<file path="src/rtl/mem_pkg.sv">
// Shared types and default widths for the per-core memory/mutex client.
package mem_pkg;

    localparam int DEF_ADR_W  = 16;
    localparam int DEF_DAT_W  = 16;
    localparam int DEF_LOCK_W = 10;
    localparam int WAIT_W     = 16;

    // Core command opcodes
    typedef enum logic [1:0] {
        READ   = 2'd0,
        WRITE  = 2'd1,
        LOCK   = 2'd2,
        UNLOCK = 2'd3
    } op_t;

    // Client sequencer states
    typedef enum logic [2:0] {
        IDLE = 3'd0,
        REQ  = 3'd1,
        ACC  = 3'd2,
        RDW  = 3'd3,
        LCK  = 3'd4,
        ULK  = 3'd5
    } state_t;

endpackage

</file>
<file path="src/rtl/mem_client_if.sv">
// Bundle of the core command/response port and the arbiter-facing signals of
// one memory client. The master modport is the client itself; the slave
// modport is the environment (core pipeline plus arbiter slice).
//
// Handshake: a command transfers on a clock edge where cmd_valid and
// cmd_ready are both high. The core holds cmd_valid and the command fields
// stable until that edge. rsp_valid is a one-cycle pulse with no back-pressure.
// Arbiter grants (main_mem_ac, lock_ac) are combinational answers to the
// request outputs in the same cycle and are sampled at the clock edge.
interface mem_client_if #(
    parameter int ADR_W  = mem_pkg::DEF_ADR_W,
    parameter int DAT_W  = mem_pkg::DEF_DAT_W,
    parameter int LOCK_W = mem_pkg::DEF_LOCK_W
) ();
    import mem_pkg::*;

    // core side
    logic              cmd_valid;
    logic              cmd_ready;
    op_t               cmd_op;
    logic [ADR_W-1:0]  cmd_adr;
    logic [DAT_W-1:0]  cmd_wdat;
    logic              rsp_valid;
    logic [DAT_W-1:0]  rsp_rdat;

    // main-memory arbiter side
    logic              main_mem_read_request;
    logic              main_mem_write_request;
    logic              main_mem_ac;
    logic              main_mem_read;
    logic              main_mem_write;
    logic [ADR_W-1:0]  main_mem_read_adr;
    logic [ADR_W-1:0]  main_mem_write_adr;
    logic [DAT_W-1:0]  main_mem_write_dat;
    logic [DAT_W-1:0]  main_mem_dat;

    // mutex arbiter side
    logic [LOCK_W-1:0] lock_adr;
    logic              lock_en;
    logic              unlock_en;
    logic              lock_ac;

    modport master (
        input  cmd_valid, cmd_op, cmd_adr, cmd_wdat,
        output cmd_ready, rsp_valid, rsp_rdat,
        output main_mem_read_request, main_mem_write_request,
        input  main_mem_ac,
        output main_mem_read, main_mem_write,
        output main_mem_read_adr, main_mem_write_adr, main_mem_write_dat,
        input  main_mem_dat,
        output lock_adr, lock_en, unlock_en,
        input  lock_ac
    );

    modport slave (
        output cmd_valid, cmd_op, cmd_adr, cmd_wdat,
        input  cmd_ready, rsp_valid, rsp_rdat,
        input  main_mem_read_request, main_mem_write_request,
        output main_mem_ac,
        input  main_mem_read, main_mem_write,
        input  main_mem_read_adr, main_mem_write_adr, main_mem_write_dat,
        output main_mem_dat,
        input  lock_adr, lock_en, unlock_en,
        output lock_ac
    );

endinterface

</file>
<file path="src/rtl/mem_client.sv">
// Per-core initiator: takes one READ/WRITE/LOCK/UNLOCK command at a time,
// runs the request/grant/access sequence toward the shared arbiter and
// returns a single-cycle response. All arbiter-facing outputs are registered.
module mem_client
    import mem_pkg::*;
#(
    parameter int ADR_W  = DEF_ADR_W,
    parameter int DAT_W  = DEF_DAT_W,
    parameter int LOCK_W = DEF_LOCK_W
) (
    input  logic              clk,
    input  logic              reset,
    mem_client_if.master      bus,
    output logic [WAIT_W-1:0] wait_cnt,
    output state_t            state_dbg
);

    state_t            state_q;
    op_t               op_q;
    logic [ADR_W-1:0]  adr_q;
    logic [DAT_W-1:0]  wdat_q;
    logic [DAT_W-1:0]  rdat_q;
    logic              cmd_ready_q;
    logic              rsp_valid_q;
    logic              rd_req_q;
    logic              wr_req_q;
    logic              rd_stb_q;
    logic              wr_stb_q;
    logic              lock_en_q;
    logic              unlock_en_q;
    logic [WAIT_W-1:0] wait_q;
    logic              denied;

    // A cycle counts as waiting when a request is up and its grant is not.
    assign denied = ((state_q == REQ) && !bus.main_mem_ac) ||
                    (((state_q == LCK) || (state_q == ULK)) && !bus.lock_ac);

    // Sequencer: state plus every registered handshake output.
    always_ff @(posedge clk) begin
        if (reset) begin
            state_q     <= IDLE;
            op_q        <= READ;
            adr_q       <= '0;
            wdat_q      <= '0;
            rdat_q      <= '0;
            cmd_ready_q <= 1'b1;
            rsp_valid_q <= 1'b0;
            rd_req_q    <= 1'b0;
            wr_req_q    <= 1'b0;
            rd_stb_q    <= 1'b0;
            wr_stb_q    <= 1'b0;
            lock_en_q   <= 1'b0;
            unlock_en_q <= 1'b0;
        end else begin
            rsp_valid_q <= 1'b0;
            unique case (state_q)
                IDLE: begin
                    if (bus.cmd_valid) begin
                        op_q        <= bus.cmd_op;
                        adr_q       <= bus.cmd_adr;
                        wdat_q      <= bus.cmd_wdat;
                        cmd_ready_q <= 1'b0;
                        case (bus.cmd_op)
                            READ: begin
                                state_q  <= REQ;
                                rd_req_q <= 1'b1;
                            end
                            WRITE: begin
                                state_q  <= REQ;
                                wr_req_q <= 1'b1;
                            end
                            LOCK: begin
                                state_q   <= LCK;
                                lock_en_q <= 1'b1;
                            end
                            UNLOCK: begin
                                state_q     <= ULK;
                                unlock_en_q <= 1'b1;
                            end
                        endcase
                    end
                end
                REQ: begin
                    if (bus.main_mem_ac) begin
                        state_q  <= ACC;
                        rd_req_q <= 1'b0;
                        wr_req_q <= 1'b0;
                        rd_stb_q <= (op_q == READ);
                        wr_stb_q <= (op_q != READ);
                    end
                end
                ACC: begin
                    rd_stb_q <= 1'b0;
                    wr_stb_q <= 1'b0;
                    if (op_q == READ) begin
                        state_q <= RDW;
                    end else begin
                        state_q     <= IDLE;
                        cmd_ready_q <= 1'b1;
                        rsp_valid_q <= 1'b1;
                    end
                end
                RDW: begin
                    rdat_q      <= bus.main_mem_dat;
                    state_q     <= IDLE;
                    cmd_ready_q <= 1'b1;
                    rsp_valid_q <= 1'b1;
                end
                LCK: begin
                    if (bus.lock_ac) begin
                        lock_en_q   <= 1'b0;
                        state_q     <= IDLE;
                        cmd_ready_q <= 1'b1;
                        rsp_valid_q <= 1'b1;
                    end
                end
                ULK: begin
                    if (bus.lock_ac) begin
                        unlock_en_q <= 1'b0;
                        state_q     <= IDLE;
                        cmd_ready_q <= 1'b1;
                        rsp_valid_q <= 1'b1;
                    end
                end
                default: begin
                    state_q     <= IDLE;
                    cmd_ready_q <= 1'b1;
                    rd_req_q    <= 1'b0;
                    wr_req_q    <= 1'b0;
                    rd_stb_q    <= 1'b0;
                    wr_stb_q    <= 1'b0;
                    lock_en_q   <= 1'b0;
                    unlock_en_q <= 1'b0;
                end
            endcase
        end
    end

    // Saturating count of denied-grant cycles; only reset clears it.
    always_ff @(posedge clk) begin
        if (reset) begin
            wait_q <= '0;
        end else if (denied && (wait_q != {WAIT_W{1'b1}})) begin
            wait_q <= wait_q + 1'b1;
        end
    end

    assign bus.cmd_ready              = cmd_ready_q;
    assign bus.rsp_valid              = rsp_valid_q;
    assign bus.rsp_rdat               = rdat_q;
    assign bus.main_mem_read_request  = rd_req_q;
    assign bus.main_mem_write_request = wr_req_q;
    assign bus.main_mem_read          = rd_stb_q;
    assign bus.main_mem_write         = wr_stb_q;
    // The arbiter takes the address from write_adr for both directions.
    assign bus.main_mem_read_adr      = adr_q;
    assign bus.main_mem_write_adr     = adr_q;
    assign bus.main_mem_write_dat     = wdat_q;
    assign bus.lock_adr               = adr_q[LOCK_W-1:0];
    assign bus.lock_en                = lock_en_q;
    assign bus.unlock_en              = unlock_en_q;
    assign wait_cnt                   = wait_q;
    assign state_dbg                  = state_q;

endmodule

</file>
<file path="src/flat_wrapper.sv">
// flat-port wrapper written by rule: the top's interface ports become plain ports
module mem_client_flat import mem_pkg::*;
#(
    parameter int ADR_W  = DEF_ADR_W,
    parameter int DAT_W  = DEF_DAT_W,
    parameter int LOCK_W = DEF_LOCK_W
)
  (clk, reset, wait_cnt, state_dbg, bus_cmd_valid, bus_cmd_op, bus_cmd_adr, bus_cmd_wdat, bus_cmd_ready, bus_rsp_valid, bus_rsp_rdat, bus_main_mem_read_request, bus_main_mem_write_request, bus_main_mem_ac, bus_main_mem_read, bus_main_mem_write, bus_main_mem_read_adr, bus_main_mem_write_adr, bus_main_mem_write_dat, bus_main_mem_dat, bus_lock_adr, bus_lock_en, bus_unlock_en, bus_lock_ac);
  mem_client_if #(.ADR_W(ADR_W), .DAT_W(DAT_W), .LOCK_W(LOCK_W)) bus_i ();
  input  logic clk;
  input  logic reset;
  output logic [WAIT_W-1:0] wait_cnt;
  output state_t state_dbg;
  input wire logic [$bits(bus_i.cmd_valid)-1:0] bus_cmd_valid;
  input wire logic [$bits(bus_i.cmd_op)-1:0] bus_cmd_op;
  input wire logic [$bits(bus_i.cmd_adr)-1:0] bus_cmd_adr;
  input wire logic [$bits(bus_i.cmd_wdat)-1:0] bus_cmd_wdat;
  output wire logic [$bits(bus_i.cmd_ready)-1:0] bus_cmd_ready;
  output wire logic [$bits(bus_i.rsp_valid)-1:0] bus_rsp_valid;
  output wire logic [$bits(bus_i.rsp_rdat)-1:0] bus_rsp_rdat;
  output wire logic [$bits(bus_i.main_mem_read_request)-1:0] bus_main_mem_read_request;
  output wire logic [$bits(bus_i.main_mem_write_request)-1:0] bus_main_mem_write_request;
  input wire logic [$bits(bus_i.main_mem_ac)-1:0] bus_main_mem_ac;
  output wire logic [$bits(bus_i.main_mem_read)-1:0] bus_main_mem_read;
  output wire logic [$bits(bus_i.main_mem_write)-1:0] bus_main_mem_write;
  output wire logic [$bits(bus_i.main_mem_read_adr)-1:0] bus_main_mem_read_adr;
  output wire logic [$bits(bus_i.main_mem_write_adr)-1:0] bus_main_mem_write_adr;
  output wire logic [$bits(bus_i.main_mem_write_dat)-1:0] bus_main_mem_write_dat;
  input wire logic [$bits(bus_i.main_mem_dat)-1:0] bus_main_mem_dat;
  output wire logic [$bits(bus_i.lock_adr)-1:0] bus_lock_adr;
  output wire logic [$bits(bus_i.lock_en)-1:0] bus_lock_en;
  output wire logic [$bits(bus_i.unlock_en)-1:0] bus_unlock_en;
  input wire logic [$bits(bus_i.lock_ac)-1:0] bus_lock_ac;
  assign bus_i.cmd_valid = bus_cmd_valid;
  assign bus_i.cmd_op = bus_cmd_op;
  assign bus_i.cmd_adr = bus_cmd_adr;
  assign bus_i.cmd_wdat = bus_cmd_wdat;
  assign bus_cmd_ready = bus_i.cmd_ready;
  assign bus_rsp_valid = bus_i.rsp_valid;
  assign bus_rsp_rdat = bus_i.rsp_rdat;
  assign bus_main_mem_read_request = bus_i.main_mem_read_request;
  assign bus_main_mem_write_request = bus_i.main_mem_write_request;
  assign bus_i.main_mem_ac = bus_main_mem_ac;
  assign bus_main_mem_read = bus_i.main_mem_read;
  assign bus_main_mem_write = bus_i.main_mem_write;
  assign bus_main_mem_read_adr = bus_i.main_mem_read_adr;
  assign bus_main_mem_write_adr = bus_i.main_mem_write_adr;
  assign bus_main_mem_write_dat = bus_i.main_mem_write_dat;
  assign bus_i.main_mem_dat = bus_main_mem_dat;
  assign bus_lock_adr = bus_i.lock_adr;
  assign bus_lock_en = bus_i.lock_en;
  assign bus_unlock_en = bus_i.unlock_en;
  assign bus_i.lock_ac = bus_lock_ac;
  mem_client #(.ADR_W(ADR_W), .DAT_W(DAT_W), .LOCK_W(LOCK_W)) u_core (.clk(clk), .reset(reset), .bus(bus_i), .wait_cnt(wait_cnt), .state_dbg(state_dbg));
endmodule
</file>
<file path="config.mk">
export PLATFORM = sky130hd
export DESIGN_NAME = mem_client_flat
export DESIGN_NICKNAME = d
export VERILOG_FILES = /design/src/rtl/mem_pkg.sv /design/src/rtl/mem_client_if.sv /design/src/rtl/mem_client.sv /design/src/flat_wrapper.sv
export SDC_FILE = /design/constraint.sdc
export NUM_CORES = 1
export LEC_CHECK = 0
export CAP_MARGIN = 25
export CORE_MARGIN = 10
export CORE_UTILIZATION = 40
export CTS_CLUSTER_DIAMETER = 200
export DETAILED_ROUTE_END_ITERATION = 8
export HOLD_SLACK_MARGIN = 0.15
export PLACE_DENSITY = 0.79
export SETUP_SLACK_MARGIN = 0.15
export SYNTH_ARGS = -nofsm -noshare
export SYNTH_HDL_FRONTEND = slang
export SYNTH_SLANG_ARGS = --single-unit
</file>
<file path="constraint.sdc">
create_clock -name clk -period 4 [get_ports clk]
set_input_delay 0.6 -clock clk [delete_from_list [all_inputs] [get_ports clk]]
set_output_delay 0.6 -clock clk [all_outputs]
set_load 0.01 [all_outputs]
</file>
==> flow_metrics.env, run 1 <==
export IMPL_run_status="finished clean"
export IMPL_crit_chain="clkdlybuf4s50_1"
export IMPL_min_period_over_period=0.607
export IMPL_design_power_total_mw=1.90
export IMPL_power_clock_fraction=0.295
export IMPL_detail_route_wirelength_um=10300
export IMPL_layout_commonest_cell="clkdlybuf4s50_1"
export IMPL_post_route_min_period_ps=2430
export IMPL_initial_core_util=0.415
export IMPL_netSwitchingPower_mw=0.540
export IMPL_critical_path_top_delay_family="flip-flops"
export IMPL_area_sequential_um2=1540
export IMPL_netlist_cell_type_count=45
export IMPL_synthFlopType="dfxtp_1"
export IMPL_syn_mean_instance_area_um2=8.04
export IMPL_remaining_drc_errors=0
export IMPL_die_width_um=113
export IMPL_core_region_area_um2=8260
export IMPL_synth_seq_cells=77
export IMPL_wire_length_of_the_first_global_routing_pass_um=16300
export IMPL_synthTopCellsByArea="dfxtp_1 45%, nand2_1 12%, a21oi_1 9.4%"
export IMPL_tritoncts_num_buffers=9
export IMPL_critical_path_peak_fanout=21
export IMPL_min_path_type="reg2reg"
export IMPL_antenna_violating_nets_left=0
export IMPL_antenna_violations_before_repair=0
export IMPL_final_setup_skew_ps=9.90
export IMPL_synth_top_area_share=0.450
export IMPL_buffer_ports_inserted=155
export IMPL_cp_data_required_time_ps=3400
export IMPL_drt_wirelength_per_cell_um=15.8
export IMPL_clock_tree_root_cell="clkbuf_8"
export IMPL_crit_path_top_delay_cell="dfxtp_1"
export IMPL_clock_tree_htree_level_count=3
export IMPL_holdBufCountCts=0
export IMPL_via_per_inst=5.03
export IMPL_gate_count_after_technology_mapping=426
export IMPL_cts_repair_resized=0
export IMPL_grt_setup_unrepaired="false"
export IMPL_p_comb_frac=0.244
export IMPL_number_of_global_route_vias_before_repair=3093
export IMPL_multi_input_comb_area_um2=1530
export IMPL_share_of_cells_above_drive_strength_1=0.0638
export IMPL_cap_violations=0
export IMPL_grt_overflow_total=0
export IMPL_diodes=0
export IMPL_p_sw_frac=0.285
export IMPL_mappedNetlistNets=482
export IMPL_clock_latency_ps=340
export IMPL_final_hold_viols=0
export IMPL_power_internal_mw=1.36
export IMPL_grt_start_max_net_pins=63
export IMPL_synth_yosys_warnings=0
export IMPL_static_leakage_power_nw=1.78
export IMPL_clk_pin_slew_worst_paths_ps=80
export IMPL_worst_setup_path_start_kind="flip-flop"
export IMPL_layout_nets=601
export IMPL_dpl_instance_area_um2=4830
export IMPL_report_final_slew_viol_count=0
export IMPL_layoutNonFillerInstCount=654
export IMPL_finish_instance_area_um2=5040
export IMPL_timing_max_slew_rel_slack=0.519
export IMPL_post_cts_setup_buffer_count=0
export IMPL_arrival_worst_endpoint_ps=1830
export IMPL_vias=3288
export IMPL_seq_area_frac_synth=0.450
export IMPL_synth_largest_area_cell="dfxtp_1"
export IMPL_synth_cell_area_um2=3420
export IMPL_routabilityCongestion=0.796
export IMPL_maxClockFrequency_mhz=412
export IMPL_sequentialPowerShare=0.461
export IMPL_timing_setup_critical_path_class="reg2out"
export IMPL_detailedRoute_firstIterationViolations=167
export IMPL_worst_ir_drop_vdd_mv=0.195
export IMPL_number_of_enable_flip_flop_cells_after_synthesis=0
export IMPL_critical_path_max_stage_delay_ps=790
export IMPL_finalSetupViolations=0
export IMPL_numPlacedInstances=638
export IMPL_clock_tree_buffer_depth=2
export IMPL_final_setup_tns_ps=0
export IMPL_power_per_cell_area_nw_per_um2=377
export IMPL_first_pass_iteration_count_of_the_detailed_router=4
export IMPL_ys_async_sr_fraction=0
export IMPL_top_level_port_count=156
export IMPL_area_growth_syn_to_layout_pct=47.3
export IMPL_clock_sinks=77
export IMPL_tritoncts_clock_tree="yes"
export IMPL_layout_cells_most_common_list="154 x clkdlybuf4s50_1, 112 x nand2_1, 77 x dfxtp_1"
export IMPL_fill_cells=732
export IMPL_detailedPlacementHpwl_um=7820
export IMPL_die_area_um2=12700
export IMPL_worstSetupEndpointType="output port"
export IMPL_row_count=33
export IMPL_chipHeight_um=113
export IMPL_max_slew_worst_pin_slew_ps=721
export IMPL_grt_total_usage=0.155
export IMPL_critical_path_n_buffers_inverters=1
## layout make-up
type	count	share of cell area
repair buffers	159	0.321
flip-flops and latches	77	0.306
multi-input cells	289	0.304
well taps	105	0.0260
clock buffers	9	0.0246
clock inverters	6	0.0129
inverters	9	0.00670
## worst paths after layout
| check | from | to | slack (ps) | depth (start not counted) |
|---|---|---|---|---|
| worst max-delay path | u_core.state_dbg[1] | state_dbg[1] | 1570 | 1 |
| worst min register to register | u_core.bus.main_mem_write_dat[3] | u_core.bus.main_mem_write_dat[3] | 460 | 2 |
| worst min-delay path | u_core.bus.main_mem_write_dat[3] | u_core.bus.main_mem_write_dat[3] | 460 | 2 |
| worst max register to register | u_core.state_dbg[2] | u_core.wait_cnt[10] | 1700 | 4 |
## Yosys cell counts, types with 2 or more instances
cell type  instances
and3_1             2
dfxtp_1           77
inv_1              9
a21oi_1           64
o31ai_1            4
nor2b_1            8
buf_4             26
nor3b_1            2
and2_1             3
mux2_2             6
buf_2              5
mux2i_1            3
nor3_1             5
buf_6              3
nand2b_1           4
nand3b_1           2
nor4b_1            4
nor4_1             7
nand2_1          112
or4_1              4
mux2_1             2
clkbuf_1          17
o21ai_0           10
nor2_1            18
nand3_1            5
nand4_1            4
a22oi_1            2
## worst register-to-register path, cell delays in order (launching register included)
cell and delay, ps:
dfxtp_1 650, nor3b_2 450, o21ai_1 330, nor4_1 400, mux2_1 360
## power groups by stage
stage	Combinational [mW]	Clock [mW]	Sequential, mW
global route	0.506	0.609	0.884
global placement	0.445	0	0.889
CTS	0.468	0.578	0.875
floorplan	0.225	0	0.899
detailed placement	0.466	0	0.893
finish	0.463	0.561	0.875
## cell families after synthesis
kind of cell,share of synthesized area
buf+inv,0.103
simple gates,0.262
flops,0.450
fa+ha+maj,0.00365
compound gates,0.146
mux,0.0351
## sequential cells by signal, indices dropped and copies added, names as in the netlist
signal / count
u_core.bus.main_mem_write: 1
u_core.bus.rsp_rdat: 16
u_core.bus.main_mem_read_adr: 16
u_core.bus.main_mem_write_dat: 16
u_core.wait_cnt: 16
u_core.bus.main_mem_read_request: 1
u_core.bus.rsp_valid: 1
u_core.bus.unlock_en: 1
u_core.bus.main_mem_read: 1
u_core.bus.cmd_ready: 1
u_core.bus.main_mem_write_request: 1
u_core.state_dbg: 3
u_core.bus.lock_en: 1
u_core.op_q: 2
## per-stage QoR
step | hold slack [ps] | setup WS (ps) | utilization
floorplan | 468 | 2110 | -
global placement | 442 | 1430 | 0.581
detailed placement | 446 | 1350 | 0.585
CTS | 458 | 1530 | 0.607
global route | 476 | 1460 | 0.611
finish | 456 | 1570 | 0.611
## per-layer routing
metal	up-vias	track usage	routed length, um
li1	1648	-	-
met1	1515	0.171	4070
met2	109	0.268	5290
met3	16	0.0522	783
met4	0	0.0592	193
met5	-	0	0
(Power assumes the default switching activity.)
==> run 2: changes to the inputs <==
Settings changed: CORE_UTILIZATION 40 to 38, PLACE_DENSITY 0.79 to 0.78.
Clock period 4 ns to 2.01 ns, I/O delays scaled along.
==> flow_metrics.env, run 2 (same netlist as run 1, synthesis figures left out) <==
export IMPL_finalSetupViolations=0
export IMPL_chipHeight_um=115
export IMPL_power_per_cell_area_nw_per_um2=805
export IMPL_netSwitchingPower_mw=1.14
export IMPL_design_power_total_mw=4.27
export IMPL_critical_path_max_stage_delay_ps=470
export IMPL_initial_core_util=0.391
export IMPL_top_level_port_count=156
export IMPL_p_sw_frac=0.267
export IMPL_crit_path_top_delay_cell="clkdlybuf4s50_1"
export IMPL_clock_tree_htree_level_count=3
export IMPL_p_comb_frac=0.232
export IMPL_worst_r2r_path_depth=5
export IMPL_timing_setup_critical_path_class="in2reg"
export IMPL_clk_pin_slew_worst_paths_ps=80
export IMPL_detail_route_wirelength_um=10600
export IMPL_clock_tree_root_cell="clkbuf_8"
export IMPL_worst_ir_drop_vdd_mv=0.445
export IMPL_diodes=0
export IMPL_tritoncts_num_buffers=9
export IMPL_grt_total_usage=0.148
export IMPL_report_final_slew_viol_count=0
export IMPL_wire_length_of_the_first_global_routing_pass_um=16000
export IMPL_grt_start_max_net_pins=33
export IMPL_routabilityCongestion=0.816
export IMPL_area_sequential_um2=1540
export IMPL_min_path_type="in2reg"
export IMPL_static_leakage_power_nw=1.90
export IMPL_antenna_violations_before_repair=0
export IMPL_layout_commonest_cell="clkdlybuf4s50_1"
export IMPL_worstSetupEndpointType="flip-flop"
export IMPL_crit_chain="clkdlybuf4s50_1 -> nor3b_4 -> buf_4 -> o21ai_2 -> nor4_2 -> mux2_1"
export IMPL_row_count=34
export IMPL_area_growth_syn_to_layout_pct=54.8
export IMPL_arrival_worst_endpoint_ps=2010
export IMPL_timing_max_slew_rel_slack=0.625
export IMPL_power_clock_fraction=0.366
export IMPL_share_of_cells_above_drive_strength_1=0.113
export IMPL_detailedRoute_firstIterationViolations=163
export IMPL_worstHoldPathCells=2
export IMPL_vias=3406
export IMPL_multi_input_comb_area_um2=1600
export IMPL_number_of_global_route_vias_before_repair=3059
export IMPL_post_route_min_period_ps=1790
export IMPL_finalCoreUtilization=0.605
export IMPL_fill_cells=759
export IMPL_first_pass_iteration_count_of_the_detailed_router=4
export IMPL_die_width_um=115
export IMPL_tritoncts_clock_tree="yes"
export IMPL_final_hold_viols=0
export IMPL_cp_data_required_time_ps=2240
export IMPL_antenna_violating_nets_left=0
export IMPL_drt_wirelength_per_cell_um=15.8
export IMPL_worst_setup_path_start_kind="primary input"
export IMPL_run_status="finished clean"
export IMPL_sequentialPowerShare=0.402
export IMPL_grt_overflow_total=0
export IMPL_max_slew_worst_pin_slew_ps=563
export IMPL_remaining_drc_errors=0
export IMPL_core_region_area_um2=8760
export IMPL_critical_path_peak_fanout=5
export IMPL_min_period_over_period=0.888
export IMPL_clock_tree_buffer_depth=2
export IMPL_maxClockFrequency_mhz=560
export IMPL_layout_nets=618
export IMPL_via_per_inst=5.05
export IMPL_grt_setup_unrepaired="false"
export IMPL_cap_violations=0
export IMPL_clock_sinks=77
export IMPL_clock_latency_ps=350
export IMPL_die_area_um2=13200
export IMPL_layout_cells_most_common_list="153 x clkdlybuf4s50_1, 112 x nand2_1, 75 x dfxtp_1"
export IMPL_detailedPlacementHpwl_um=8060
export IMPL_final_setup_skew_ps=12.9
export IMPL_power_internal_mw=3.13
export IMPL_buffer_ports_inserted=155
-- run 2: cell types whose count changed in the layout (fill, tap and decap cells not counted), moves of 3 or more --
cell,change
bufinv_16,+3
nor4_1,-4
buf_4,+18
nor4_2,+4
-- run 2: layout make-up --
class	count	area share
Inverter	9	0.00637
Clock buffer	9	0.0234
Timing Repair Buffer	176	0.324
Tap cell	108	0.0255
Sequential cell	77	0.291
Multi-Input combinational cell	289	0.302
Clock inverter	7	0.0276
-- run 2: power groups by stage --
| stage | Sequential, mW | Combinational (mW) | Clock [mW] |
|---|---|---|---|
| floorplan | 1.79 | 0.448 | 0 |
| global placement | 1.74 | 0.974 | 0 |
| detailed placement | 1.75 | 0.991 | 0 |
| CTS | 1.71 | 0.995 | 1.59 |
| global route | 1.73 | 1.08 | 1.66 |
| finish | 1.71 | 0.991 | 1.56 |
-- run 2: final timing paths --
path                                      from                                 to  slack (ps)
max                                bus_lock_ac                u_core.wait_cnt[14]         220
min                                      reset                u_core.state_dbg[2]         420
max reg2reg                 u_core.wait_cnt[3]                 u_core.wait_cnt[0]         240
min reg2reg  u_core.bus.main_mem_write_dat[11]  u_core.bus.main_mem_write_dat[11]         460
-- run 2: critical path: cells and delay by family --
family,cells,cell delay [ps]
buffers and inverters,2,650
muxes,1,360
AOI/OAI and AO/OA,1,100
and+or+nand+nor,2,600
-- run 2: layer usage --
metal	vias to the layer above	share of wire	global-route usage
met5	-	0	0
li1	1688	-	-
met2	115	0.51	0.251
met4	0	0.0060	0.0338
met3	7	0.076	0.0443
met1	1596	0.40	0.179
-- run 2: metrics by stage --
stage	setup TNS [ps]	setup slack (ps)	hold slack [ps]	cell area, um2	std cells
after floorplan	0	218	437	3420	426
after CTS	0	146	409	5230	673
after global routing	0	153	461	5300	675
after detailed placement	-1600	-234	448	4940	657
after global placement	-1050	-160	442	4940	657
final	0	224	424	5300	675
-- run 2: repair_timing --
item / CTS / global route
cloned: 0 / 0
endpoints found under the setup margin: 4 / 12
resized for setup: 3 / 13
hold buffers: 0 / 0
buffers inserted: 0 / 2
pin swaps: 0 / 3
==> run 3: changes to the inputs <==
Settings changed: SETUP_SLACK_MARGIN 0.15 to 0.1.
==> flow_metrics.env, run 3 (same netlist as run 1, synthesis figures left out) <==
export IMPL_cp_data_required_time_ps=2240
export IMPL_max_slew_worst_pin_slew_ps=559
export IMPL_antenna_violations_before_repair=0
export IMPL_run_status="finished clean"
export IMPL_clk_pin_slew_worst_paths_ps=80
export IMPL_timing_setup_critical_path_class="in2reg"
export IMPL_worst_r2r_path_depth=5
export IMPL_design_power_total_mw=4.26
export IMPL_post_route_min_period_ps=1850
export IMPL_final_setup_skew_ps=15.1
export IMPL_critical_path_peak_fanout=5
export IMPL_grt_overflow_total=0
export IMPL_dpl_instance_area_um2=4940
export IMPL_final_hold_viols=0
export IMPL_layoutNonFillerInstCount=673
export IMPL_timing_max_slew_rel_slack=0.628
export IMPL_cap_violations=0
export IMPL_clock_sinks=77
export IMPL_share_of_cells_above_drive_strength_1=0.104
export IMPL_crit_path_top_delay_cell="clkdlybuf4s50_1"
export IMPL_worst_ir_drop_vdd_mv=0.445
export IMPL_grt_setup_unrepaired="true"
export IMPL_numPlacedInstances=657
export IMPL_antenna_violating_nets_left=0
export IMPL_min_path_type="in2reg"
export IMPL_top_level_port_count=156
export IMPL_tritoncts_num_buffers=9
export IMPL_die_area_um2=13200
export IMPL_area_growth_syn_to_layout_pct=53.9
export IMPL_clock_latency_ps=350
export IMPL_area_sequential_um2=1540
export IMPL_multi_input_comb_area_um2=1580
export IMPL_met1_length_um=4290
export IMPL_core_region_area_um2=8760
export IMPL_tritoncts_clock_tree="yes"
export IMPL_fill_cells=757
export IMPL_layout_nets=616
export IMPL_finalSetupViolations=0
export IMPL_arrival_worst_endpoint_ps=2080
export IMPL_maxClockFrequency_mhz=541
export IMPL_detailedPlacementHpwl_um=8060
export IMPL_grt_start_max_net_pins=33
export IMPL_wl_met3_um=780
export IMPL_chipHeight_um=115
export IMPL_wire_length_of_the_first_global_routing_pass_um=16000
export IMPL_clock_tree_root_cell="clkbuf_8"
export IMPL_initial_core_util=0.391
export IMPL_remaining_drc_errors=0
export IMPL_layout_cells_most_common_list="154 x clkdlybuf4s50_1, 112 x nand2_1, 75 x dfxtp_1"
export IMPL_drt_wirelength_per_cell_um=15.7
export IMPL_diodes=0
export IMPL_die_width_um=115
export IMPL_route_top_layer_used="met4"
export IMPL_row_count=34
export IMPL_first_pass_iteration_count_of_the_detailed_router=4
export IMPL_vias=3363
export IMPL_finish_instance_area_um2=5270
export IMPL_crit_chain="clkdlybuf4s50_1 -> nor3b_4 -> buf_4 -> o21ai_1 -> nor4_2 -> mux2_1"
export IMPL_holdBufCountCts=0
export IMPL_routabilityCongestion=0.816
export IMPL_report_final_slew_viol_count=0
export IMPL_buffer_ports_inserted=155
export IMPL_detail_route_wirelength_um=10500
export IMPL_grt_total_usage=0.148
export IMPL_detailedRoute_firstIterationViolations=174
export IMPL_worst_setup_path_start_kind="primary input"
export IMPL_min_period_over_period=0.919
export IMPL_wl_met2_um=5420
export IMPL_worstSetupEndpointType="flip-flop"
export IMPL_via_per_inst=5.00
export IMPL_critical_path_max_stage_delay_ps=460
export IMPL_clock_tree_htree_level_count=3
export IMPL_power_per_cell_area_nw_per_um2=808
export IMPL_number_of_global_route_vias_before_repair=3052
export IMPL_static_leakage_power_nw=1.87
export IMPL_clock_tree_buffer_depth=2
export IMPL_layout_commonest_cell="clkdlybuf4s50_1"
export IMPL_worstHoldPathCells=2
## run 3: cell types whose count changed in the layout (fill, tap and decap cells not counted), sizes merged
| cell | delta |
|---|---|
| clkdlybuf4s50 | +1 |
| dlymetal6s2s | -1 |
| buf | -2 |
## run 3: timing repair
item,in CTS,in global routing
gates resized for setup,0,12
setup endpoints to repair,0,12
buffers inserted,0,0
## run 3: report_power, final
| part | leakage (nW) | internal (mW) | switching (mW) |
|---|---|---|---|
| combinational | 1.11 | 0.529 | 0.456 |
| clock | 0.134 | 0.959 | 0.601 |
| sequential | 0.628 | 1.63 | 0.0788 |
## run 3: worst max-delay path, delay by kind of cell
family,cells,cell delay [ps]
buffers and inverters,2,630
and+or+nand+nor,2,630
muxes,1,360
AOI/OAI and AO/OA,1,150
## run 3: worst paths after layout
kind / from / to / slack (ps)
hold reg to reg: u_core.bus.main_mem_write_dat[11] / u_core.bus.main_mem_write_dat[11] / 450
setup / recovery: bus_lock_ac / u_core.wait_cnt[14] / 160
hold / removal: reset / u_core.state_dbg[2] / 430
setup reg to reg: u_core.state_dbg[2] / u_core.wait_cnt[14] / 210
## run 3: final cells by class
type                            instances  area share
Clock buffer                            9      0.0235
Multi-Input combinational cell        289       0.301
Clock inverter                          7      0.0278
Sequential cell                        77       0.293
Inverter                                9     0.00641
Timing Repair Buffer                  174       0.323
Tap cell                              108      0.0256
## run 3: metrics by stage
step	hold slack [ps]	TNS [ps]	setup slack, ps	util
floorplan	437	0	218	-
global placement	442	-1050	-160	0.564
detailed placement	448	-1600	-234	0.564
CTS	409	0	102	0.595
global route	461	0	76.3	0.601
finish	432	0	162	0.601
## run 3: metal layers
layer | vias up | GRT usage
met1 | 1577 | 0.179
met5 | - | 0
met4 | 0 | 0.0338
li1 | 1682 | -
met3 | 4 | 0.0443
met2 | 100 | 0.251
